### src/rtl/mem_access_stage.sv
// mem_access_stage: memory-access pipeline stage with a direct-mapped, write-through,
// one-word-per-line data cache in front of a ready-handshaked backing memory.
//
// Ports:
//   clock, reset            single clock, synchronous active-high reset
//   MemRead, MemWrite       load / store request from EX/MEM (both set = store)
//   address, writeData      byte address (bits [1:0] ignored) and store data
//   readData                load data to MEM/WB, zero unless completing a read hit
//   hit                     1 = access completes this cycle, 0 = freeze the pipeline
//   memReq, memWe           registered backing-memory request and write strobe
//   memAddr, memWData       word-aligned address and store data to backing memory
//   memRData, memReady      backing-memory read data and request completion
//   accessCount, missCount  wrapping statistics counters
module mem_access_stage #(
   parameter int unsigned INDEX_BITS = 4
) (
   input  logic        clock,
   input  logic        reset,
   input  logic        MemRead,
   input  logic        MemWrite,
   input  logic [31:0] address,
   input  logic [31:0] writeData,
   output logic [31:0] readData,
   output logic        hit,
   output logic        memReq,
   output logic        memWe,
   output logic [31:0] memAddr,
   output logic [31:0] memWData,
   input  logic [31:0] memRData,
   input  logic        memReady,
   output logic [15:0] accessCount,
   output logic [15:0] missCount
);

   localparam int unsigned Lines   = 1 << INDEX_BITS;
   localparam int unsigned TagBits = 30 - INDEX_BITS;

   typedef enum logic [1:0] {StIdle, StReadMiss, StWriteThru, StWDone} stateT;

   stateT                  stateQ;
   logic [Lines-1:0]       validQ;
   logic [TagBits-1:0]     tagQ  [Lines];
   logic [31:0]            dataQ [Lines];

   logic [INDEX_BITS-1:0]  index;
   logic [TagBits-1:0]     tag;
   logic                   match;
   logic                   wantWrite;
   logic                   wantRead;
   logic                   anyAccess;

   assign index     = address[INDEX_BITS+1:2];
   assign tag       = address[31:INDEX_BITS+2];
   assign match     = validQ[index] && (tagQ[index] == tag);
   assign wantWrite = MemWrite;
   assign wantRead  = MemRead & ~MemWrite;
   assign anyAccess = MemRead | MemWrite;

   // Inputs are held stable by the frozen pipeline while hit=0.
   assign memAddr  = address & ~32'd3;
   assign memWData = writeData;

   always_comb begin
      hit      = 1'b0;
      readData = 32'd0;
      unique case (stateQ)
         StIdle: begin
            if (wantWrite) begin
               hit = 1'b0;
            end else if (wantRead) begin
               hit = match;
               if (match) readData = dataQ[index];
            end else begin
               hit = 1'b1;
            end
         end
         // Store retires here without going back through the lookup.
         StWDone: hit = 1'b1;
         default: hit = 1'b0;
      endcase
   end

   always_ff @(posedge clock) begin
      if (reset) begin
         stateQ      <= StIdle;
         validQ      <= '0;
         memReq      <= 1'b0;
         memWe       <= 1'b0;
         accessCount <= 16'd0;
         missCount   <= 16'd0;
      end else begin
         unique case (stateQ)
            StIdle: begin
               if (wantWrite) begin
                  // Write-update on match, no allocate on miss.
                  if (match) dataQ[index] <= writeData;
                  stateQ <= StWriteThru;
                  memReq <= 1'b1;
                  memWe  <= 1'b1;
               end else if (wantRead) begin
                  if (match) begin
                     accessCount <= accessCount + 16'd1;
                  end else begin
                     missCount <= missCount + 16'd1;
                     stateQ    <= StReadMiss;
                     memReq    <= 1'b1;
                     memWe     <= 1'b0;
                  end
               end
            end
            StReadMiss: begin
               if (memReady) begin
                  validQ[index] <= 1'b1;
                  tagQ[index]   <= tag;
                  dataQ[index]  <= memRData;
                  stateQ        <= StIdle;
                  memReq        <= 1'b0;
               end
            end
            StWriteThru: begin
               if (memReady) begin
                  stateQ <= StWDone;
                  memReq <= 1'b0;
                  memWe  <= 1'b0;
               end
            end
            StWDone: begin
               if (anyAccess) accessCount <= accessCount + 16'd1;
               stateQ <= StIdle;
            end
            default: stateQ <= StIdle;
         endcase
      end
   end

endmodule

### config.mk
export PLATFORM = sky130hd
export DESIGN_NAME = mem_access_stage
export DESIGN_NICKNAME = d
export VERILOG_FILES = /design/src/rtl/mem_access_stage.sv
export SDC_FILE = /design/constraint.sdc
export NUM_CORES = 1
export LEC_CHECK = 0
export ABC_AREA = 0
export CAP_MARGIN = 20
export CORE_UTILIZATION = 38
export CTS_CLUSTER_SIZE = 40
export DETAILED_ROUTE_END_ITERATION = 6
export GPL_ROUTABILITY_DRIVEN = 1
export HOLD_SLACK_MARGIN = 0.12
export PLACE_DENSITY = 0.54
export SYNTH_ARGS = -nofsm -noshare
export SYNTH_HDL_FRONTEND = slang
export SYNTH_SLANG_ARGS = --single-unit
### constraint.sdc
create_clock -name clock -period 4.2 [get_ports clock]
set_input_delay 0.42 -clock clock [delete_from_list [all_inputs] [get_ports clock]]
set_output_delay 0.42 -clock clock [all_outputs]
set_load 0.02 [all_outputs]
==> impl_results.md <==
- Slew Viols, Final: 0
- Share of layout cells above drive strength 1: 31.4%
- Share of flip-flops with an asynchronous set or reset: 0%
- Crit Path Category: flip-flop to output port
- Port bufs: 227
- Warnings, synthesis: 0
- Die area: 106,000 sq um
- Cells after synthesis: 2,068
- Area Growth Syn to Fin: 22.9%
- Least-Margin Pin Slew: 0.931 ns
- Skew-Pair Late Insertion Delay: 0.69 ns
- Overall Global Routing Usage: 18.7%
- Die W: 326 um
- Routability cong.: 0.792
- Worst EP arrival: 4.02 ns
- Mapped Area: 39,800 sq um
- Min-Delay Path Class: input pin to flip-flop
- Nets@finish: 2,584
- H-tree depth: 3
- Cell area power density: 439 nW/um^2
- Inserted Clock Buffers: 102
- Worst Hold Path EP: tagQ[5][14]
- TNS Setup: -6.89 ns
- Largest net degree at the start of global routing: 76
- Setup Viol. Count Final: 33
- Top cells by area, synth: edfxtp_1 70%, mux4_2 13%, dfxtp_1 2.6%
- Worst hold path depth: 1
- Final core utilization: 47.2%
- DR vias/cell: 5.24
- Placed Cells: 3,740
- FF-to-FF path depth: 15
- Failing checks: negative setup slack
- Tcrit/Tclk final: 106%
- WHS: 0.419 ns
- Top cell type's share of synthesized area: 70.0%
- Routed WL: 99.7 mm
- Die Y: 326 um
- Clock tree buffer depth: 3
- Routed len/inst: 25.3 um
- Fin cells: 3,945
- Via Count: 20,700
- P_leak: 0.0162 uW
- Cell Rows: 118
- Rel. slew slack: 38.0%
- Outcome: finished with violations
- Setup crit start kind: flip-flop
- Clock transition at path regs: 0.06 ns
- Critical path fanouts, max: 4
- Synth Area per Inst: 19.2 sq um
- Grt ovf: 0
- Vias in the first global route: 21,900
- CTS Root Buffer Type: clkbuf_16
- Sequential area share after synthesis: 72.6%
- Post-route ant nets: 0
- Flop2flop setup slack: 0.14 ns
- First-pass GRT wire length: 146 mm
- Detail Placement HPWL: 60.3 mm
- Clk_skew: 0.0291 ns
- Top cell type by total area after synthesis: edfxtp_1
- Reg-to-reg startpoint: tagQ[15][21]
- Synth Register Bits: 980
- Final worst slack: -0.237 ns
- Crit path capture type: output port
- Clock sink total: 980
- Post-synth EDFFs: 928
- Max cap viols: 0
- Top_reg_cell synth: edfxtp_1
- Reg2reg end: dataQ[4][28]
- Core Footprint: 104,000 sq um
- Antenna violations before repair: 1
- Pre-Repair DR Iteration Count: 4
- Fmax: 225 MHz
- Top Ports: 232
- RSZ-0062 raised after global routing: yes
- Final hold viol count: 0
- Distinct cells, synth: 75
- Initial Utilization: 38.4%
- Tmin final: 4.44 ns
- Initial drt markers: 1,644
- Drc violations: 0
- CTS tree: yes
- Peak VDD IR: 0.371 mV
- Total power: 21,500 uW
- Critical path required time: 3.78 ns
- Worst hold start: address[20]
## worst max-delay path, stage by stage, from the launching register on
cell	delay, ns
edfxtp_1	0.35
mux4_2	0.50
xor2_2	0.18
or4_4	0.49
a211oi_2	0.25
o2111ai_2	0.16
a2111oi_4	0.35
buf_4	0.19
and4_4	0.26
buf_8	0.13
clkbuf_16	0.18
and2_4	0.16
buf_6	0.11
## cell families (layout without fill, tap and decap cells)
logic type,Yosys count,count (layout),share of synthesized area (%)
AO/OA/AOI/OAI,142,142,2.60
XOR/XNOR,34,34,0.748
adder cells (fa/ha/maj),6,6,0.189
buffers and inverters,209,704,3.03
flip-flops,980,980,72.6
multiplexers,352,352,16.5
other,1,3,0.00942
AND/OR/NAND/NOR,344,344,4.28
## state kept, by name (all words and copies together), names as in the netlist
| signal | cells |
|---|---|
| missCount | 16 |
| memReq | 1 |
| accessCount | 16 |
| dataQ | 512 |
| tagQ | 416 |
| memWe | 1 |
| validQ | 16 |
| stateQ | 2 |
## synthesized netlist by cell type, types with 9 or more instances
| cell type | number |
|---|---|
| mux4_2 | 238 |
| edfxtp_1 | 928 |
| nand3_1 | 16 |
| dfxtp_1 | 52 |
| xor2_1 | 9 |
| nand2_1 | 126 |
| mux2_1 | 14 |
| nand4_1 | 9 |
| clkbuf_1 | 48 |
| a221oi_1 | 11 |
| nor2_1 | 61 |
| o22ai_1 | 36 |
| mux2i_1 | 59 |
| a21oi_1 | 26 |
| inv_1 | 40 |
| buf_2 | 30 |
| nor2b_1 | 30 |
| buf_4 | 75 |
| xnor2_1 | 25 |
| and2_1 | 50 |
| mux2_2 | 41 |
| and3_1 | 10 |
| a22oi_1 | 10 |
## per-stage QoR
step                area (sq um)  setup slack [ns]
floorplan                  39800             0.295
global placement           45100            -0.707
detailed placement         45100            -0.786
CTS                        48800            -0.351
global route               48900            -0.337
finish                     48900            -0.237
## what timing repair did
item,in CTS,in global routing
hold buffers,1,0
endpoints found under the hold margin,3,0
pin swaps,11,9
endpoints found under the setup margin,545,527
resized for setup,224,26
gates cloned,3,1
buffers inserted,9,3
## metal layers
layer  track usage [%]  share of wire [%]  vias to the layer above
li1                  -                  -                     9106
met1              24.7                 42                    10900
met2              32.0                 51                      566
met3              2.92                4.7                      127
met4              5.48                2.6                        0
met5                 0                  0                        -
## worst max path at each step
stage                       from      endpoint  slack (ns)  cells after the start
finish              tagQ[15][21]  readData[27]       -0.24                     12
global route        tagQ[13][21]   readData[1]       -0.34                     12
CTS                 tagQ[15][12]   readData[3]       -0.35                     12
detailed placement    address[2]  readData[25]       -0.79                     13
global placement      address[2]  readData[25]       -0.71                     13
floorplan             address[2]  dataQ[13][0]        0.30                     11
## final cells by class
cell class	instances	area, sq um
fill	8700	54700
sequential	980	28900
multi-input combinational	880	10000
timing repair buffer	472	4720
clock buffer	123	2670
tap	1380	1730
clock inverter	68	726
inverter	41	154
antenna	1	2.50
## where the power goes
| part | internal [uW] | switching, uW | leakage [uW] |
|---|---|---|---|
| combinational | 671 | 872 | 0.00579 |
| clock | 5290 | 3780 | 0.00163 |
| sequential | 10800 | 20.9 | 0.00876 |
## cells in the final DEF, fill, tap and decap left out, drive strengths merged, types with 5 or more instances in the layout
cell type and count:
a221oi 14, mux2 55, mux2i 59, nor2 62
o22ai 36, a211oi 7, mux4 238, xnor2 25
bufinv 12, a22oi 10, nor2b 31, nand2b 7
nand2 126, a21oi 26, clkdlybuf4s50 189, and2 50
ha 6, nand4 9, and3 10, and4 5
xor2 9, clkinvlp 11, clkbuf 124, buf 281
nand3 16, clkinv 45, nor3 7, o21ai 9
a31oi 6, inv 41, dfxtp 52, edfxtp 928
(Power assumes the default switching activity.)
==> edit: new RTL, config.mk and constraints unchanged <==
Change the parameter `INDEX_BITS` from 4 to 5.
--- a/src/rtl/mem_access_stage.sv
+++ b/src/rtl/mem_access_stage.sv
@@ -12,7 +12,7 @@
 //   memRData, memReady      backing-memory read data and request completion
 //   accessCount, missCount  wrapping statistics counters
 module mem_access_stage #(
-   parameter int unsigned INDEX_BITS = 4
+   parameter int unsigned INDEX_BITS = 5
 ) (
    input  logic        clock,
    input  logic        reset,
Check against the original RTL: not settled (the Yosys comparison gave no result); the edit may change what the design does.
==> edit against the original RTL <==
The flow still finishes with violations (setup timing). Critical endpoint is now readData[29]. Largest power group unchanged. Cell area grew 90%. Worst setup slack lost 0.15 ns. Utilization grew 1.7 points. Via count grew 95%. Routed wire length grew 130%. Global-route usage grew 3.2 points. Sequential cell count grew 912. Largest cell class unchanged. Sequential share of layout area grew 1.2 points. Synthesized area grew 83%. Combinational power grew 56%. Power grew 90%.
==> edit: results (changes against the original RTL) <==
Outcome -> finished with violations
Failing checks -> setup timing
Sequential area share after synthesis -> 76.9% (+4.3 points)
First-pass GRT wire length -> 299000 microns (+110%)
Worst flop-to-flop path endpoint -> dataQ[23][25]$_DFFE_PP_
Layout Skew -> 0.0691 ns (+0.0400 ns)
RR Startpoint -> tagQ[21][0]$_DFFE_PP_
Initial detailed-routing violation count -> 4545 (+180%)
Yosys warns -> 0 (unchanged)
CTS Root Cell -> clkbuf_16
Drt total wl -> 226000 microns (+130%)
Largest net degree at the start of global routing -> 145 (+91%)
Final net count -> 4579 (+77%)
R2R Setup Slk -> -0.27 ns (-0.41 ns)
Port buffer count -> 227 (unchanged)
Synth area leaders -> edfxtp_1, mux4_2, mux2i_1
TNS Setup -> -130.70 ns (-123.81 ns)
Vias in the first global route -> 39500 (+80%)
Total CTS buffers -> 195 (+91%)
Clk buf depth -> 3 (unchanged)
Top flop regs -> dataQ x1024, tagQ x800, validQ x32
CP arrival -> 4.16 ns (+0.14 ns)
Number of flops mapped to enable cells by yosys -> 1824 (+97%)
Endpoint, Worst Hold -> tagQ[1][24]$_DFFE_PP_
Final Setup Violations -> 1014 (+3000%)
Worst hold path type -> in2reg
Leak -> 0.0310 uW (+91%)
RePlAce Congestion -> 0.824 (+4.0%)
HPWL Detailed -> 121000 microns (+100%)
Worst skew pair latency -> 0.86 ns (+0.17 ns)
Tightest Pin Transition -> 1.09 ns (+0.159 ns)
Antenna violations before repair -> 3 (+2)
Dpl cells -> 6620 (+77%)
Final Non-Filler Cells -> 7147 (+81%)
Layout cells sized above 1 -> 29.3% (-2.1 points)
Pre-antenna DRT Iters -> 5 (+1)
Leading post-synthesis cells by instance count -> edfxtp_1, mux2i_1, o22ai_1
Crit Path Max Fanout -> 6 (+2)
Max VDD drop -> 0.000356 V (-4.1%)
Cell depth of the worst flop-to-flop path -> 20 (+5)
GRT Util Overall -> 22.0% (+3.2 points)
Mean area per synthesized cell -> 19.3 sq um (+0.17%)
Clk pin slew, worst setup/hold paths -> 0.06 ns (about the same)
Hold Crit Start -> address[31]
Final worst slack -> -0.385 ns (-0.147 ns)
Vias post-DR -> 40400 (+95%)
Post-synth cell types -> 52 (-31%)
Hold Path Stages -> 1 (unchanged)
Post-synth ARST share -> 0% (unchanged)
Clock H-tree levels -> 4 (+1)
edit: changes by cell type after synthesis, sizes merged, moves of 46 or more:
| cell | delta |
|---|---|
| and2 | -46 |
| clkbuf | +72 |
| mux2i | +344 |
| mux2 | -52 |
| nor4 | +54 |
| o22ai | +317 |
| edfxtp | +896 |
edit: cell type report:
type | count | area, sq um
multi-input combinational | 1570 | 17100
inverter | 40 | 150
clock inverter | 113 | 1350
clock buffer | 247 | 5120
antenna | 1 | 2.50
sequential | 1892 | 56100
timing repair buffer | 773 | 10000
fill | 15400 | 97300
tap | 2511 | 3140
edit: worst max path at each step:
| stage | start | endpoint | slack [ns] | depth (start not counted) |
|---|---|---|---|---|
| floorplan | address[6] | dataQ[11][0]$_DFFE_PP_ | -0.28 | 14 |
| global route | tagQ[21][0]$_DFFE_PP_ | readData[29] | -0.51 | 14 |
| detailed placement | address[4] | readData[22] | -1.41 | 16 |
| CTS | address[4] | readData[29] | -0.44 | 19 |
| finish | address[6] | readData[29] | -0.38 | 20 |
| global placement | address[4] | dataQ[27][24]$_DFFE_PP_ | -1.42 | 18 |
edit: cells by family (layout without fill, tap and decap cells):
logic type	Yosys count	count (layout)	synth area share, %
flip-flops	1892	1892	76.9
multiplexers	670	670	13.7
AO/OA/AOI/OAI	443	443	3.84
AND/OR/NAND/NOR	437	437	3.17
buffers and inverters	325	1173	2.11
XOR/XNOR	12	12	0.144
adder cells (fa/ha/maj)	6	6	0.103
other	1	3	0.00514
edit: timing repair:
action,CTS,global route
hold buffers,1,0
buffers inserted,56,44
setup endpoints to repair,1072,1057
cloned,22,58
pin swaps,57,48
resized for setup,377,222
hold endpoints to repair,1,0
edit: routing by layer:
layer | track usage [%] | share of wire, %
met1 | 30.3 | 41
met2 | 36.3 | 49
met3 | 3.55 | 7.0
met4 | 5.33 | 2.6
met5 | 0 | 0
edit: where the power goes:
group | switching [uW] | internal (uW) | leakage [uW] | total (uW)
logic | 1460 | 934 | 0.0109 | 2400
clock network | 7490 | 9950 | 0.00313 | 17400
registers | 16.4 | 20800 | 0.0169 | 20900
edit: per-stage QoR:
stage	area [sq um]	setup WS [ns]	hold WS, ns
6_report	93000	-0.385	0.319
4_1_cts	90400	-0.444	0.253
5_1_grt	93000	-0.514	0.311
2_1_floorplan	73400	-0.284	0.421
3_5_place_dp	81900	-1.41	0.435
3_3_place_gp	81900	-1.42	0.428
edit: critical path, cell delays in order:
cell	delay, ns
buf_2	0.13
buf_6	0.14
buf_4	0.14
nand4bb_2	0.27
buf_12	0.17
buf_4	0.16
buf_4	0.18
o22ai_1	0.23
nor4_2	0.08
and3_1	0.20
or4_4	0.56
nor4_4	0.23
buf_4	0.15
nand4_1	0.17
buf_12	0.22
buf_16	0.15
buf_8	0.14
nor3_4	0.14
buf_6	0.14
buf_6	0.11
